$ cat src/rtl/dir_input_queue.sv
// Turn queue between the direction-button debouncers and the snake game-state logic.
// Latency: a pushed press shows in o_count one cycle later; a tick moves the head to o_dir in one cycle. The queue never stalls: a full queue drops the press and pulses o_drop.

module dir_fifo #(
   parameter int W     = 2,
   parameter int DEPTH = 4
) (
   input  logic                       clk,
   input  logic                       rst_n,
   input  logic                       clr,
   input  logic                       push,
   input  logic [W-1:0]               push_dat,
   input  logic                       pop,
   output logic [W-1:0]               head_dat,
   output logic [W-1:0]               last_dat,
   output logic [$clog2(DEPTH):0]     count
);
   // Small circular FIFO that also exposes its most recently written entry.
   // Zero-latency read of head and tail; the owner guarantees push only when not full or when popping.

   localparam int PW = $clog2(DEPTH);
   localparam int CW = PW + 1;

   logic [W-1:0]  mem [DEPTH];
   logic [PW-1:0] rd_ptr;
   logic [PW-1:0] wr_ptr;
   logic [PW-1:0] last_ptr;

   assign last_ptr = wr_ptr - PW'(1);
   assign head_dat = mem[rd_ptr];
   assign last_dat = mem[last_ptr];

   always_ff @(posedge clk or negedge rst_n) begin
      if (!rst_n) begin
         rd_ptr <= '0;
         wr_ptr <= '0;
         count  <= '0;
      end else if (clr) begin
         rd_ptr <= '0;
         wr_ptr <= '0;
         count  <= '0;
      end else begin
         if (push) begin
            wr_ptr <= wr_ptr + PW'(1);
         end
         if (pop) begin
            rd_ptr <= rd_ptr + PW'(1);
         end
         if (push && !pop) begin
            count <= count + CW'(1);
         end else if (pop && !push) begin
            count <= count - CW'(1);
         end
      end
   end

   // Storage is reset too so an unwritten slot never reads as X.
   always_ff @(posedge clk or negedge rst_n) begin
      if (!rst_n) begin
         for (int i = 0; i < DEPTH; i++) begin
            mem[i] <= '0;
         end
      end else if (push && !clr) begin
         mem[wr_ptr] <= push_dat;
      end
   end

endmodule

// Filters illegal turns, queues legal ones and releases one per game tick.
// Latency: 1 cycle press-to-count and tick-to-o_dir; no backpressure, a full queue drops the press and pulses o_drop.

module dir_input_queue #(
   parameter int         DEPTH    = 4,
   parameter logic [1:0] INIT_DIR = 2'd3
) (
   input  logic                       clk,
   input  logic                       i_rst_n,
   input  logic                       i_up_dn,
   input  logic                       i_down_dn,
   input  logic                       i_left_dn,
   input  logic                       i_right_dn,
   input  logic                       i_tick,
   input  logic                       i_clear,
   output logic [1:0]                 o_dir,
   output logic                       o_turn,
   output logic                       o_drop,
   output logic [$clog2(DEPTH):0]     o_count,
   output logic                       o_empty
);

   localparam int CW = $clog2(DEPTH) + 1;

   logic           press_vld;
   logic [1:0]     press_dir;
   logic [1:0]     ref_dir;
   logic [1:0]     opp_dir;
   logic           legal;
   logic           q_empty;
   logic           q_full;
   logic           push;
   logic           pop;
   logic           drop_nxt;
   logic [1:0]     head_dat;
   logic [1:0]     last_dat;
   logic [CW-1:0]  count;
   logic [1:0]     dir_q;
   logic           turn_q;
   logic           drop_q;

   assign press_vld = i_up_dn | i_down_dn | i_left_dn | i_right_dn;

   always_comb begin
      press_dir = 2'd3;
      if (i_up_dn) begin
         press_dir = 2'd0;
      end else if (i_down_dn) begin
         press_dir = 2'd1;
      end else if (i_left_dn) begin
         press_dir = 2'd2;
      end
   end

   // Legality is judged against where the snake will be heading once everything queued has been applied.
   assign q_empty  = (count == '0);
   assign q_full   = (count == CW'(DEPTH));
   assign ref_dir  = q_empty ? dir_q : last_dat;
   assign opp_dir  = {ref_dir[1], ~ref_dir[0]};
   assign legal    = press_vld && (press_dir != ref_dir) && (press_dir != opp_dir);

   assign pop      = i_tick && !q_empty && !i_clear;
   assign push     = legal && (!q_full || pop) && !i_clear;
   assign drop_nxt = legal && q_full && !pop && !i_clear;

   dir_fifo #(
      .W     (2),
      .DEPTH (DEPTH)
   ) u_fifo (
      .clk      (clk),
      .rst_n    (i_rst_n),
      .clr      (i_clear),
      .push     (push),
      .push_dat (press_dir),
      .pop      (pop),
      .head_dat (head_dat),
      .last_dat (last_dat),
      .count    (count)
   );

   always_ff @(posedge clk or negedge i_rst_n) begin
      if (!i_rst_n) begin
         dir_q  <= INIT_DIR;
         turn_q <= 1'b0;
         drop_q <= 1'b0;
      end else if (i_clear) begin
         dir_q  <= INIT_DIR;
         turn_q <= 1'b0;
         drop_q <= 1'b0;
      end else begin
         turn_q <= pop;
         drop_q <= drop_nxt;
         if (pop) begin
            dir_q <= head_dat;
         end
      end
   end

   assign o_dir   = dir_q;
   assign o_turn  = turn_q;
   assign o_drop  = drop_q;
   assign o_count = count;
   assign o_empty = q_empty;

endmodule
$ cat config.mk
export PLATFORM = sky130hd
export DESIGN_NAME = dir_input_queue
export DESIGN_NICKNAME = d
export VERILOG_FILES = /design/src/rtl/dir_input_queue.sv
export SDC_FILE = /design/constraint.sdc
export NUM_CORES = 1
export LEC_CHECK = 0
export CORE_MARGIN = 2
export CORE_UTILIZATION = 45
export DETAILED_ROUTE_END_ITERATION = 7
export HOLD_SLACK_MARGIN = 0.08
export PLACE_DENSITY = 0.7
export SYNTH_ARGS = -nofsm -noshare
export SYNTH_HDL_FRONTEND = slang
export SYNTH_SLANG_ARGS = --single-unit
$ cat constraint.sdc
create_clock -name clk -period 2.9 [get_ports clk]
set_input_delay 0.87 -clock clk [delete_from_list [all_inputs] [get_ports clk]]
set_output_delay 0.87 -clock clk [all_outputs]
set_load 0.02 [all_outputs]
==> results of run 1 <==
==> final timing paths <==
check / from / end / slack, ns / depth (start not counted)
worst max-delay path: u_fifo.count[0]$_DFFE_PN0P_ / o_empty / 0.11 / 3
worst min-delay path: o_dir[0]$_DFFE_PN1P_ / o_dir[0]$_DFFE_PN1P_ / 0.50 / 2
worst max register to register: u_fifo.wr_ptr[0]$_DFFE_PN0P_ / u_fifo.count[2]$_DFFE_PN0P_ / 0.19 / 11
worst min register to register: o_dir[0]$_DFFE_PN1P_ / o_dir[0]$_DFFE_PN1P_ / 0.50 / 2
max in group asynchronous: i_rst_n / o_dir[0]$_DFFE_PN1P_ / 1.73 / 2
min in group asynchronous: i_rst_n / o_drop$_DFF_PN0_ / 0.90 / 2
==> cells by family (layout without fill, tap and decap cells) <==
group | count (synthesis) | count (layout)
simple gates | 37 | 37
buf+inv | 11 | 41
flops | 19 | 19
mux | 12 | 12
xor+xnor | 3 | 3
compound gates | 15 | 15
fa+ha+maj | 5 | 5
==> flip-flops by register name (all words and copies together), names as in the netlist <==
register / flops
u_fifo.mem: 8
u_fifo.count: 3
o_dir: 2
u_fifo.rd_ptr: 2
u_fifo.wr_ptr: 2
o_drop: 1
o_turn: 1
==> per-layer routing <==
layer / up-vias / routed length, um / track usage
met2: 14 / 1381 / 0.3265
met3: 5 / 65 / 0.03044
met5: - / 0 / 0
li1: 431 / - / -
met4: 0 / 37 / 0.06272
met1: 451 / 1040 / 0.2132
==> synth_stat cells, types with 2 or more instances <==
library cell	number	area share
a21oi_1	2	0.0084
xnor2_1	2	0.015
nor3_1	4	0.017
nor4_1	2	0.010
nand3b_4	4	0.067
mux2_1	8	0.075
nand3b_1	3	0.019
dfstp_2	2	0.044
nand2_1	8	0.025
ha_1	4	0.042
o21ai_2	2	0.015
inv_1	6	0.019
clkbuf_1	3	0.0094
mux4_2	3	0.057
dfrtp_1	17	0.36
nor2_1	7	0.022
nand2b_1	2	0.010
or3_1	2	0.010
==> repair_timing <==
action	in CTS	in global routing
buffers inserted	0	2
cloned	0	0
setup endpoints to repair	2	1
resized for setup	2	8
pin swaps	0	3
==> stage by stage <==
step | hold slack, ns | power (uW) | setup slack [ns]
finish | 0.4965 | 1453 | 0.1118
CTS | 0.5019 | 1433 | 0.06987
floorplan | 0.4587 | 1009 | 0.03619
detailed placement | 0.4840 | 1286 | -0.3464
global placement | 0.4714 | 1254 | -0.1926
global route | 0.5199 | 1574 | 0.01566
==> area by class of cell <==
type,count,area [um^2],share of cell area
Multi-Input combinational cell,72,711.9,0.4600
Tap cell,30,37.54,0.02425
Inverter,7,26.28,0.01698
Timing Repair Buffer,30,267.8,0.1730
Sequential cell,19,478.0,0.3088
Clock buffer,4,26.28,0.01698
==> where the power goes <==
group	internal [uW]	switching, uW
logic	431	442
clock network	53.6	79.5
registers	365	81.6
total	850	603
==> critical path, stage by stage, from the launching register on <==
cell,delay (ns)
dfrtp_1,0.46
or3_4,0.46
inv_2,0.10
clkdlybuf4s50_1,0.60
==> results_dict.tcl, run 1 <==
set metrics [dict create \
    run_status "finished, final reports clean" \
    die_h_um 55.53 \
    cts_max_level 1 \
    critical_path_arrival_ns 1.92 \
    cp_max_fo 8 \
    ctsHoldBuffers 0 \
    slew_viol_final 0 \
    dp_cells 156 \
    dieArea_um2 3084 \
    nFillCells 210 \
    ios 16 \
    synth_top_flop_cell "dfrtp_1" \
    dpl-instance-area_um2 1464 \
    synth-simple-area-share 0.2115 \
    numCtsBuffers 3 \
    antenna_found_initial 0 \
    rows 18 \
    grt_pass1_wl_mm 4.381 \
    cts.reportedPaths.clkPinSlew_ns 0.10 \
    end_kind "output port" \
    final_cell_mix "dfrtp_1 (17), buf_4 (15), clkdlybuf4s50_1 (13)" \
    synthArstFlopShare 1.000 \
    fin_nets 146 \
    synth-edff-count 0 \
    start_kind "register" \
    grt_use_total 0.1803 \
    vias_per_cell 5.562 \
    synth-xor-area-share 0.02199 \
    ys_seq_elements 19 \
    gp_congestion 0.7610 \
    finish.utilization 0.6191 \
    cp.required_ns 2.03 \
    fin_crit_ns 2.788 \
    slew_headroom 0.7796 \
    syn_avg_cell_area_um2 11.71 \
    synth_fa_ha_area_frac 0.05864 \
    die_w_um 55.53 \
    cap_violations 0 \
    drtIter0Drc 18 \
    final_common_cell "dfrtp_1" \
    syn2layout_area_growth_pct 29.53 \
    grt_pass1_vias 956 \
    hp-class "register to register" \
    final.setup.tns_ns 0 \
    core_um2 2500 \
    cellPowerDensity_nw_per_um2 938.8 \
    vdd_drop_max_uv 579.5 \
    grt-ovfl-total 0 \
    path_class "register to output port" \
    synth_mux_area_frac 0.1403 \
    syn_inst 102 \
    antenna_cells 0 \
    leakage_uw 0.0007405 \
    yosys_warnings 0 \
    grt_max_degree 20 \
    timing.final.crit_share 0.9614 \
    netlist_area_um2 1195 \
    synth_top_family_by_area "simple AND/OR/NAND/NOR gates" \
    wl_per_cell_um 15.59 \
    clockBufferDepth 2 \
    synthDistinctLibCells 39 \
    clk_latency_ns 0.30 \
    cts_tree "built" \
    syn-num-nets 115 \
    clock-sinks 19 \
    floorplan.initialDensity 0.4780 \
    max_freq_mhz 358.7 \
    worstMarginPinSlew_ns 0.3306 \
    synth-compound-area-share 0.1319 \
    clock_skew_ns 0.008000 \
    drive_gt1_frac 0.3258 \
    first_pass_iters 4 \
    portBuffers 15 \
    rsz0062_at_grt "false" \
    ant_nets 0 \
    hpwl_mm 1.968 \
    hold_violations 0 \
    wirelength_mm 2.525 \
    root_buffer "clkbuf_4" \
    setup_viol 0 \
    ys_seq_area_frac 0.4000 \
    fin_cells 162 \
    drc 0 \
    vias 901 \
    final_area_um2 1548 \
]
Power figures use the tool's default switching activity.
==> run 2, diff against run 1 <==
--- a/config.mk
+++ b/config.mk
@@ -13,3 +13,4 @@
 export SYNTH_ARGS = -nofsm -noshare
 export SYNTH_HDL_FRONTEND = slang
 export SYNTH_SLANG_ARGS = --single-unit
+export TNS_END_PERCENT = 5
==> results of run 2 <==
Same layout as run 1: the final DEF is identical, and so are final timing and power.
==> run 3, diff against run 2 <==
--- a/config.mk
+++ b/config.mk
@@ -8,6 +8,7 @@
 export CORE_MARGIN = 2
 export CORE_UTILIZATION = 45
 export DETAILED_ROUTE_END_ITERATION = 7
+export GPL_TIMING_DRIVEN = 0
 export HOLD_SLACK_MARGIN = 0.08
 export PLACE_DENSITY = 0.7
 export SYNTH_ARGS = -nofsm -noshare
==> run 3 against run 2 <==
Total power rose by 0.22%. Clock power up 9%. Combinational power is 0.8% lower. Setup slack worse by 0.030 ns. Count of clock-buffer cells in the layout fell by 1. Hold slack better by 0.0027 ns. Fmax decreased by 1.1%. First-iteration DRC count is 61% lower. Final area decreased by 3.2%. Critical path type is now primary input to register. Sequential power barely moved. Die area unchanged. Wire length down 3.6%.
==> results_dict.tcl, run 3 (same netlist as run 1, synthesis figures left out) <==
set metrics [dict create \
    run_status "finished, final reports clean" \
    grt-ovfl-total 0 \
    rsz0062_at_grt "true" \
    fin_crit_ns 2.819 \
    rows 18 \
    largest_register_ffs 8 \
    clk_latency_ns 0.32 \
    floorplan.initialDensity 0.4780 \
    path_class "primary input to register" \
    dieArea_um2 3084 \
    worstMarginPinSlew_ns 0.8884 \
    gp_congestion 0.7622 \
    die_w_um 55.53 \
    ant_nets 0 \
    whs_endpoint "o_dir[0]$_DFFE_PN1P_" \
    clockBufferDepth 2 \
    cp_max_fo 4 \
    hold_violations 0 \
    hp-class "register to register" \
    vias_per_cell 5.590 \
    r2r_cells 11 \
    ctsHoldBuffers 0 \
    cp.required_ns 3.10 \
    internal-power_uw 829.4 \
    multiInputGateArea_um2 721.9 \
    grt_pass1_wl_mm 4.160 \
    leakage_uw 0.0006999 \
    portBuffers 15 \
    comb_power_share 0.595 \
    numCtsBuffers 3 \
    fin_nets 140 \
    timing.rr.end "u_fifo.count[2]$_DFFE_PN0P_" \
    hold_depth 2 \
    finish.utilization 0.5991 \
    clock_skew_ns 0.01095 \
    critPathLaunch "i_left_dn" \
    power_switching_uw 626.8 \
    antenna_found_initial 0 \
    vdd_drop_max_uv 633.8 \
    reg.largest.list "u_fifo.mem x8, u_fifo.count x3" \
    vias 872 \
    ios 16 \
    hpwl_mm 1.789 \
    slew_headroom 0.4059 \
    final_cell_mix "dfrtp_1 (17), clkdlybuf4s50_1 (11), nand2_1 (8), mux2_1 (8), nor2_1 (6)" \
    start_kind "primary input" \
    drtIter0Drc 7 \
    cap_violations 0 \
    slew_viol_final 0 \
    first_pass_iters 4 \
    clkPwrFrac 0.100 \
    min_from "o_dir[0]$_DFFE_PN1P_" \
    dp_cells 147 \
    core_um2 2500 \
    grt_max_degree 20 \
    cts_max_level 1 \
    drc 0 \
    wl_per_cell_um 15.60 \
    nFillCells 203 \
    antenna_cells 0 \
    timing.final.crit_share 0.9719 \
    setup_viol 0 \
    grt_use_total 0.1726 \
    cellPowerDensity_nw_per_um2 972.3 \
    root_buffer "clkbuf_4" \
    power.share.switching 0.4304 \
    syn2layout_area_growth_pct 25.34 \
    max_freq_mhz 354.8 \
    drive_gt1_frac 0.2857 \
    wirelength_mm 2.434 \
    end_kind "register" \
    cts_tree "built" \
    power_frac_seq 0.305 \
    cts.reportedPaths.clkPinSlew_ns 0.12 \
    die_h_um 55.53 \
    grt_pass1_vias 885 \
    clock-sinks 19 \
    reg2reg_from "u_fifo.wr_ptr[1]$_DFFE_PN0P_" \
    r2r_slack_ns 0.15 \
    seqCellArea_um2 478.0 \
    critical_path_arrival_ns 3.02 \
    final_common_cell "dfrtp_1" \
    largest_register "u_fifo.mem" \
    fin_cells 156 \
]
run 3: changes by cell type in the layout (fill, tap and decap cells not counted), moves of 2 or more:
| cell | previous run | this run |
|---|---|---|
| dlygate4sd2_1 | 0 | 3 |
| buf_4 | 15 | 5 |
| clkdlybuf4s50_1 | 13 | 11 |
| nor3_2 | 2 | 0 |
run 3: final cells by class:
cell class | instances | area share
clock buffer | 3 | 0.01504
multi-input combinational | 72 | 0.4820
buffer | 4 | 0.01170
tap | 30 | 0.02506
sequential | 19 | 0.3191
timing repair buffer | 20 | 0.1245
inverter | 7 | 0.01754
clock inverter | 1 | 0.005013
run 3: worst max path at each step:
stage	depth (start not counted)	end
after floorplan	10	u_fifo.count[2]$_DFFE_PN0P_
after global placement	11	u_fifo.count[2]$_DFFE_PN0P_
after detailed placement	11	u_fifo.count[2]$_DFFE_PN0P_
after CTS	10	u_fifo.count[2]$_DFFE_PN0P_
after global routing	10	u_fifo.count[2]$_DFFE_PN0P_
final	10	u_fifo.count[2]$_DFFE_PN0P_
run 3: power by group through the flow:
stage	clock, uW	combinational (uW)	sequential [uW]
4_1_cts	152	833	445
3_5_place_dp	0	761	457
2_1_floorplan	0	540	469
6_report	145	866	444
5_1_grt	162	942	458
3_3_place_gp	0	736	448
run 3: metal layers:
layer  up-vias  wire length [um]  track usage
met2        14              1278       0.3112
met3         5                88      0.05386
met5         -                 0            0
met1       436              1045       0.1958
li1        417                 -            -
met4         0                22      0.04530
run 3: worst max-delay path: stages:
cell,delay [ns]
clkdlybuf4s50_1,0.49
o21ai_2,0.11
o31ai_4,0.25
a31oi_4,0.10
nor3_4,0.22
fa_2,0.27
a21boi_0,0.10
a221o_2,0.33
a211oi_2,0.21
nor3_1,0.07
run 3: timing repair:
| action | in CTS | in global routing |
|---|---|---|
| buffers inserted | 4 | 1 |
| gates resized for setup | 10 | 4 |
| pin swaps | 5 | 5 |
| cloned | 0 | 0 |
| setup endpoints to repair | 2 | 2 |
run 3: stage by stage:
stage          setup TNS, ns  worst slack [ns]  total power, uW  hold WS, ns  area (um^2)
2_1_floorplan              0           0.03619             1009       0.4587         1195
3_3_place_gp          -1.592           -0.7478             1185       0.4713         1383
3_5_place_dp          -2.142           -0.8374             1218       0.4829         1383
4_1_cts                    0         0.0009548             1431       0.5010         1469
5_1_grt             -0.03541          -0.03541             1561       0.5202         1498
6_report                   0           0.08144             1456       0.4991         1498
==> patch (flow settings as in run 1) <==
Put a register stage on the output `o_count`, with the module's reset. The value now appears one clock later. The other outputs are not delayed to match. Comments in the files are not updated.
--- a/src/rtl/dir_input_queue.sv
+++ b/src/rtl/dir_input_queue.sv
@@ -168,7 +168,13 @@
    assign o_dir   = dir_q;
    assign o_turn  = turn_q;
    assign o_drop  = drop_q;
-   assign o_count = count;
+   always_ff @(posedge clk or negedge i_rst_n) begin
+      if (!i_rst_n) begin
+         o_count <= '0;
+      end else begin
+         o_count <= count;
+      end
+   end
    assign o_empty = q_empty;
 
 endmodule
Check against the original RTL: not equivalent (Yosys sat finds a counterexample within 4 cycles, from zero or initial values and one cycle with i_rst_n low).
==> patch against run 1 <==
- total power fell by 1.4%
- critical path type is now reg -> reg
- critical path depth is 7 higher
- sequential cell count increased by 3
- clock skew is 0.00055 ns higher
- routed wire length shrank 2.8%
- final cell count rose by 2.5%
- fmax grew 1.9%
- cell area fell by 1.1%
- highest routed layer unchanged
- global-route usage down 0.27 points
- synthesized area down 0.73%
- die area is 0.68% lower
- worst setup slack better by 0.052 ns
- critical endpoint is now u_fifo.count[1]
- core utilization down 0.094 points
==> patch: results (changes against run 1) <==
outcome finished, final reports clean; slowest stage cell, crit path fa_1; leakage power 0.677 nW (-8.6%); first-pass GRT wire length 4.36 mm (-0.48%); largest net degree at the start of global routing 25 (+25%); Synth area leaders dfrtp_1, mux2_1, mux4_2; Hold Startpoint o_dir[0]; slowest stage delay, CP 0.48 ns (-0.12 ns); hpwl dp 1.83 mm (-7.2%); Worst R2R Start u_fifo.wr_ptr[1]; overall routing resource usage 17.8% (-0.27 points); CP delay by family, top multiplexers; placed cell area 0.00145 mm^2 (-1.0%); Syn Nets 121 (+5.2%); gpl congestion 0.760 (-0.20%); worst-path fanout max 4 (-4); Largest regs u_fifo.mem: 8 flops, o_count: 3 flops, u_fifo.count: 3 flops; nets@finish 150 (+2.7%); Relative slew margins 70.2% (-7.8 points); Worst-path clk slew 0.13 ns (+0.03 ns); Reg2Reg Depth 10 (-1); Filler cells 191 (-9.0%); DR vias/cell 5.63 (+1.2%); CP arrival 3.00 ns (+1.08 ns); Detailed Route Iter0 Violations 19 (+1); RR Endpoint u_fifo.count[1]; vias in the first global route 926 (-3.1%); WL/cell 14.8 um (-5.2%); Post-synth top cells dfrtp_1, nor3_1, nand2_1; R2R Setup Slk 0.16 ns (-0.03 ns); clk_lat worst skew 0.32 ns (+0.02 ns); Setup Skew 0.00855 ns (+0.000548 ns); Peak VDD IR 529 uV (-8.8%)
patch: power by group:
group	total, mW	leakage [nW]	switching, mW	internal [mW]
combinational	0.695	0.361	0.339	0.356
sequential	0.496	0.287	0.0830	0.413
clock	0.242	0.0279	0.102	0.140
total	1.43	0.677	0.524	0.908
patch: cell families (layout without fill, tap and decap cells):
logic type      after synthesis  after routing  share of synthesized area [%]
compound gates               14             14                           7.17
xor+xnor                      2              2                           1.48
fa+ha+maj                     5              5                           5.91
buf+inv                       9             37                           2.85
flops                        22             22                           46.6
mux                          14             14                           16.2
simple gates                 42             42                           19.7
patch: stage by stage:
step                hold WS, ns  utilization [%]  power (mW)  worst slack, ns  std cells
floorplan                 0.459                -       0.902           0.0179        108
global placement          0.470             58.5        1.13           -0.169        161
detailed placement        0.481             58.5        1.16           -0.282        161
CTS                       0.508             60.9        1.40           0.0402        165
global route              0.526             61.8        1.53         -0.00983        166
finish                    0.499             61.8        1.43            0.164        166
patch: timing repair:
action,4_1_cts,5_1_grt
resized for setup,1,3
setup buffers,0,1
pin swaps,0,2
setup endpoints to repair,1,1
patch: how the worst max path moves through the flow:
stage	startpoint	end	slack, ns	cells after the start
after global routing	u_fifo.wr_ptr[1]	u_fifo.count[1]	-0.01	10
final	u_fifo.wr_ptr[1]	u_fifo.count[1]	0.16	10
after detailed placement	i_down_dn	u_fifo.count[1]	-0.28	9
after CTS	u_fifo.wr_ptr[1]	u_fifo.count[1]	0.04	10
after floorplan	u_fifo.wr_ptr[0]	u_fifo.count[1]	0.02	10
after global placement	i_down_dn	u_fifo.count[1]	-0.17	9
patch: worst reg2reg max path, delay by kind of cell (launching register included):
| family | cells | cell delay (ns) |
|---|---|---|
| buffers and inverters | 1 | 0.08 |
| multiplexers | 3 | 0.88 |
| AO/OA/AOI/OAI | 1 | 0.11 |
| flip-flops | 1 | 0.41 |
| adder cells (fa/ha/maj) | 2 | 0.78 |
| AND/OR/NAND/NOR | 3 | 0.44 |
patch: layout make-up:
class	instances	area share, %
multi-input cells	77	40.6
flip-flops and latches	22	36.1
repair buffers	28	16.2
well taps	30	2.45
clock inverters	1	1.96
clock buffers	3	1.47
inverters	5	1.23
patch: metal layers:
metal | up-vias | part of all wire (%) | global-route usage [%]
li1 | 446 | - | -
met1 | 470 | 43 | 22.2
met2 | 14 | 53 | 31.3
met3 | 4 | 2.4 | 2.34
met4 | 0 | 1.6 | 6.27
met5 | - | 0 | 0
